`config.mk`:
```
export PLATFORM = sky130hd
export DESIGN_NAME = mup_poll
export DESIGN_NICKNAME = d
export VERILOG_FILES = /design/src/rtl/mup_poll.sv
export SDC_FILE = /design/constraint.sdc
export NUM_CORES = 1
export LEC_CHECK = 0
export CAP_MARGIN = 20
export CORE_AREA = 2 2 201 203
export CTS_CLUSTER_SIZE = 10
export DETAILED_ROUTE_END_ITERATION = 12
export DIE_AREA = 0 0 203 205
export PLACE_DENSITY = 0.73
export REMOVE_ABC_BUFFERS = 1
export SKIP_LAST_GASP = 1
export SYNTH_ARGS = -nofsm -noshare
export SYNTH_HDL_FRONTEND = slang
export SYNTH_SLANG_ARGS = --single-unit
```
`constraint.sdc`:
```
create_clock -name clk -period 5.2 [get_ports clk]
set_clock_uncertainty 0.05 [all_clocks]
set_input_delay 1.56 -clock clk [delete_from_list [all_inputs] [get_ports clk]]
set_output_delay 1.56 -clock clk [all_outputs]
set_load 0.005 [all_outputs]
```
`src/rtl/mup_poll.sv`:
```
// Round-robin poller for one shared mup_io instance: walks panels 0..NUM_MUP-1,
// keeps each panel's last good button/analog words and tracks its online state.
module mup_poll #(
    parameter int NUM_MUP  = 8,
    parameter int GAP      = 255,
    parameter int FAIL_LIM = 3
) (
    input  logic         clk,
    input  logic         rst_n,
    input  logic         enable,
    input  logic [127:0] led_all,
    output logic         start,
    output logic [2:0]   n_mup,
    output logic [15:0]  led,
    input  logic         busy,
    input  logic         error,
    input  logic         answer,
    input  logic [15:0]  but,
    input  logic [23:0]  an_data,
    output logic [127:0] but_all,
    output logic [191:0] an_all,
    output logic [7:0]   online,
    output logic         fail_p,
    output logic         cycle_done
);
    localparam logic [2:0] LAST_IDX = 3'(NUM_MUP - 1);
    localparam logic [9:0] GAP_LAST = 10'(GAP - 1);
    localparam logic [3:0] FLIM     = 4'(FAIL_LIM);

    typedef enum logic [2:0] {
        ST_IDLE, ST_START, ST_W_BUSY, ST_W_DONE, ST_EVAL, ST_GAP
    } state_t;

    state_t state, nxt;
    logic [2:0]       idx;
    logic [9:0]       timer;
    logic             tmo, to_fail, ok;
    logic [3:0]       fc_inc;
    logic [7:0][15:0] led_w, but_r;
    logic [7:0][23:0] an_r;
    logic [7:0][3:0]  fcnt;

    assign led_w   = led_all;
    assign but_all = but_r;
    assign an_all  = an_r;
    // A timed-out transaction can never count as good, whatever mup_io shows.
    assign ok      = !tmo && answer && !error;
    assign fc_inc  = (fcnt[idx] >= FLIM) ? FLIM : fcnt[idx] + 4'd1;

    always_ff @(posedge clk or negedge rst_n) begin
        if (!rst_n) state <= ST_IDLE;
        else        state <= nxt;
    end

    always_comb begin
        nxt     = state;
        start   = 1'b0;
        to_fail = 1'b0;
        case (state)
            ST_IDLE:   if (enable && !busy) nxt = ST_START;
            ST_START: begin
                start = 1'b1;
                nxt   = ST_W_BUSY;
            end
            ST_W_BUSY: begin
                if (busy) nxt = ST_W_DONE;
                else if (timer == 10'd7) begin
                    nxt     = ST_EVAL;
                    to_fail = 1'b1;
                end
            end
            ST_W_DONE: begin
                if (!busy) nxt = ST_EVAL;
                else if (timer == 10'd1022) begin
                    nxt     = ST_EVAL;
                    to_fail = 1'b1;
                end
            end
            ST_EVAL:   nxt = ST_GAP;
            // Expired gap holds off a new start until mup_io is idle.
            ST_GAP: begin
                if (timer >= GAP_LAST) begin
                    if (!enable)   nxt = ST_IDLE;
                    else if (!busy) nxt = ST_START;
                end
            end
            default:   nxt = ST_IDLE;
        endcase
    end

    always_ff @(posedge clk or negedge rst_n) begin
        if (!rst_n) begin
            idx        <= '0;
            timer      <= '0;
            tmo        <= 1'b0;
            n_mup      <= '0;
            led        <= '0;
            but_r      <= '0;
            an_r       <= '0;
            fcnt       <= '0;
            online     <= '0;
            fail_p     <= 1'b0;
            cycle_done <= 1'b0;
        end else begin
            fail_p     <= 1'b0;
            cycle_done <= 1'b0;
            if (nxt != state)         timer <= '0;
            else if (timer != 10'h3ff) timer <= timer + 10'd1;

            if (nxt == ST_START && state != ST_START) begin
                n_mup <= idx;
                led   <= led_w[idx];
                tmo   <= 1'b0;
            end
            if (to_fail) tmo <= 1'b1;

            if (state == ST_EVAL) begin
                if (ok) begin
                    but_r[idx]  <= but;
                    an_r[idx]   <= an_data;
                    fcnt[idx]   <= '0;
                    online[idx] <= 1'b1;
                end else begin
                    fcnt[idx] <= fc_inc;
                    fail_p    <= 1'b1;
                    if (fc_inc == FLIM) online[idx] <= 1'b0;
                end
                cycle_done <= (idx == LAST_IDX);
                idx        <= (idx == LAST_IDX) ? 3'd0 : idx + 3'd1;
            end
        end
    end
endmodule

```
==> results_dict.tcl <==
set metrics [dict create \
    status "finished, final reports clean" \
    synth_ff_type "dfrtp_1" \
    clkSinkCount 398 \
    synth_cell_types 58 \
    drive_gt1_share_pct 28.6 \
    min_path_cells 1 \
    worst_setup_path_end_kind "output port" \
    synth_edf_count 0 \
    crit_chain "nor2b_1 > nor2b_1 > clkdlybuf4s50_1" \
    whs_ps 430 \
    worstPathArrival_ps 2040 \
    cts_buffer_depth 3 \
    grt_first_pass_wirelength_mm 78.4 \
    fp.dieW_um 203 \
    syn_avg_cell_area_um2 14.8 \
    cp_slowest_cell "dfrtp_1" \
    yosysWarnings 0 \
    port_buffers 523 \
    cts_hold_buffers 0 \
    finalPower_mw 10.3 \
    post_cts_buffers 0 \
    clk_pin_slew_worst_paths_ps 60 \
    hpwl_mm 36.8 \
    post_drt_wl_per_cell_um 24.0 \
    htree_levels 2 \
    cp_max_fo 12 \
    vias 11600 \
    place.gp.congestion 0.863 \
    rsz0062_at_grt "false" \
    max_stage_delay_ps 580 \
    worstReg2RegStart "idx[1]" \
    overflow 0 \
    initial_core_util_pct 41.6 \
    track_usage_pct 25.0 \
    cts-resized-gates 0 \
    die-area_um2 41600 \
    worstReg2RegEnd "an_all[172]" \
    worst_ep_required_time_ps 3590 \
    ys_seq_area_share_pct 60.8 \
    worstSkewPairLatency_ps 560 \
    fin_crit_sh_pct 70.1 \
    detail-route-antenna-nets 0 \
    power.leakage_nw 10.9 \
    rrSetupSlack_ps 2090 \
    maxSlewHeadroom_pct 35.1 \
    numCtsBuffers 46 \
    crit_top_cell "nor2b_1" \
    core_um2 39400 \
    holdCritStartpoint "fcnt[18]" \
    ys_async_sr_fraction_pct 100 \
    drv_slew 0 \
    tns_ps 0 \
    grt_max_degree 125 \
    hold_end "fcnt[18]" \
    synth_area_um2 16400 \
    grt_pass1_vias 12600 \
    max_freq_ghz 0.274 \
    wl_mm 52.4 \
    tightest_slew_ps 974 \
    root_buffer "clkbuf_16" \
    hold_path.class "register to register" \
    cts_tree "yes" \
    vias_per_cell 5.31 \
    postPlaceCellArea_um2 22300 \
    row_count 73 \
    antenna_found_initial 1 \
    peakVddDrop_mv 0.274 \
    powerDensity_nw_per_um2 436 \
    syn-instance-count 1109 \
    drt_iter0_drc 573 \
    cp-start-kind "register" \
    ff2ff_path_depth 5 \
    ioPinCount 524 \
    area_growth_pct 44.1 \
    critPathKind "register to output port" \
    fp.dieH_um 205 \
    fin_nets 1828 \
    first_pass_iters 5 \
    final_area_um2 23600 \
    post-route-drc-count 0 \
    ys_ff_latch 398 \
    setup_viol 0 \
    period_needed_ps 3650 \
    fin_util_pct 60.0 \
    hold_viol_final 0 \
    drv_cap 0 \
]
## power by group
part | leakage, nW | switching [mW] | internal (mW) | total (mW)
clock network | 0.622 | 1.21 | 1.63 | 2.84
registers | 5.39 | 0.415 | 3.70 | 4.11
logic | 4.93 | 1.37 | 1.98 | 3.35
## cell usage after synthesis, types with 4 or more instances
library cell	n	area, µm²
nand4_1	5	31.3
buf_1	12	45.0
a221oi_1	6	52.6
nand3_1	15	75.1
mux2_4	19	285
xor2_1	4	35.0
a31oi_1	7	43.8
buf_4	4	30.0
a211oi_1	4	30.0
mux2i_1	12	120
o22ai_1	4	25.0
mux4_2	19	428
nor2b_1	13	81.3
nand2_1	57	214
and2_1	16	100
o21ai_0	17	85.1
a21oi_1	6	30.0
nor2_1	40	150
clkbuf_1	27	101
o31ai_1	6	45.0
mux2_2	340	3830
a22oi_1	7	52.6
inv_1	5	18.8
dfrtp_1	398	9960
ha_1	5	62.6
nor3_1	4	20.0
buf_2	14	70.1
## how the worst max path moves through the flow
stage / end / start / cells after the start
floorplan: an_all[144] / answer / 3
global placement: but_all[125] / answer / 5
detailed placement: an_all[172] / answer / 5
CTS: start / state[0] / 3
global route: start / state[0] / 3
finish: start / state[0] / 3
## final cells by class
class                   count  area, µm²
diodes                      1       2.50
clock buffers              53       1210
clock inverters             4       67.6
fillers                  3070      15700
inverters                   6       22.5
multi-input cells         646       6160
flip-flops and latches    398       9960
well taps                 525        657
repair buffers            551       5540
## critical path: cells and delay by family (launching register included)
family / cells / cell delay [ps]
flops: 1 / 580
buf+inv: 1 / 510
simple gates: 2 / 400
## flip-flops by register name (all words and copies together) (netlist names), 3 cells and up, named ones only
register and count:
fcnt 32, idx 3, n_mup 3, state 3, timer 10, led 16, an_all 192, but_all 128
## logic make-up after synthesis
| group | count (synthesis) | synth area share, % |
|---|---|---|
| flops | 398 | 60.8 |
| fa+ha+maj | 5 | 0.382 |
| buf+inv | 65 | 1.78 |
| simple gates | 168 | 4.95 |
| mux | 391 | 28.5 |
| xor+xnor | 7 | 0.374 |
| compound gates | 75 | 3.24 |
## stage by stage
| step | setup WS, ps | cells |
|---|---|---|
| global placement | 1020 | 2126 |
| detailed placement | 971 | 2126 |
| global route | 1440 | 2184 |
| CTS | 1530 | 2183 |
| finish | 1550 | 2184 |
| floorplan | 419 | 1050 |
## per-layer routing
metal	routed length, µm	track usage (%)	vias up
met1	19700	28.4	5971
li1	-	-	5036
met4	2090	10.1	0
met5	0	0	-
met2	25700	42.8	489
met3	4910	8.96	104
## placed cells by master (no fill, tap or decap), types with 12 or more instances in the layout
master / netlist / layout
o21ai_0: 17 / 17
dfrtp_1: 398 / 396
nand2_1: 57 / 57
mux2_4: 19 / 19
mux4_2: 19 / 19
clkbuf_16: 0 / 46
nor2_1: 40 / 40
and2_1: 16 / 14
mux2_2: 340 / 340
mux2i_1: 12 / 12
clkdlybuf4s50_1: 0 / 522
nor2b_1: 13 / 13
nand3_1: 15 / 12
buf_4: 4 / 21
Note: power is estimated with default switching activity, not from simulation.
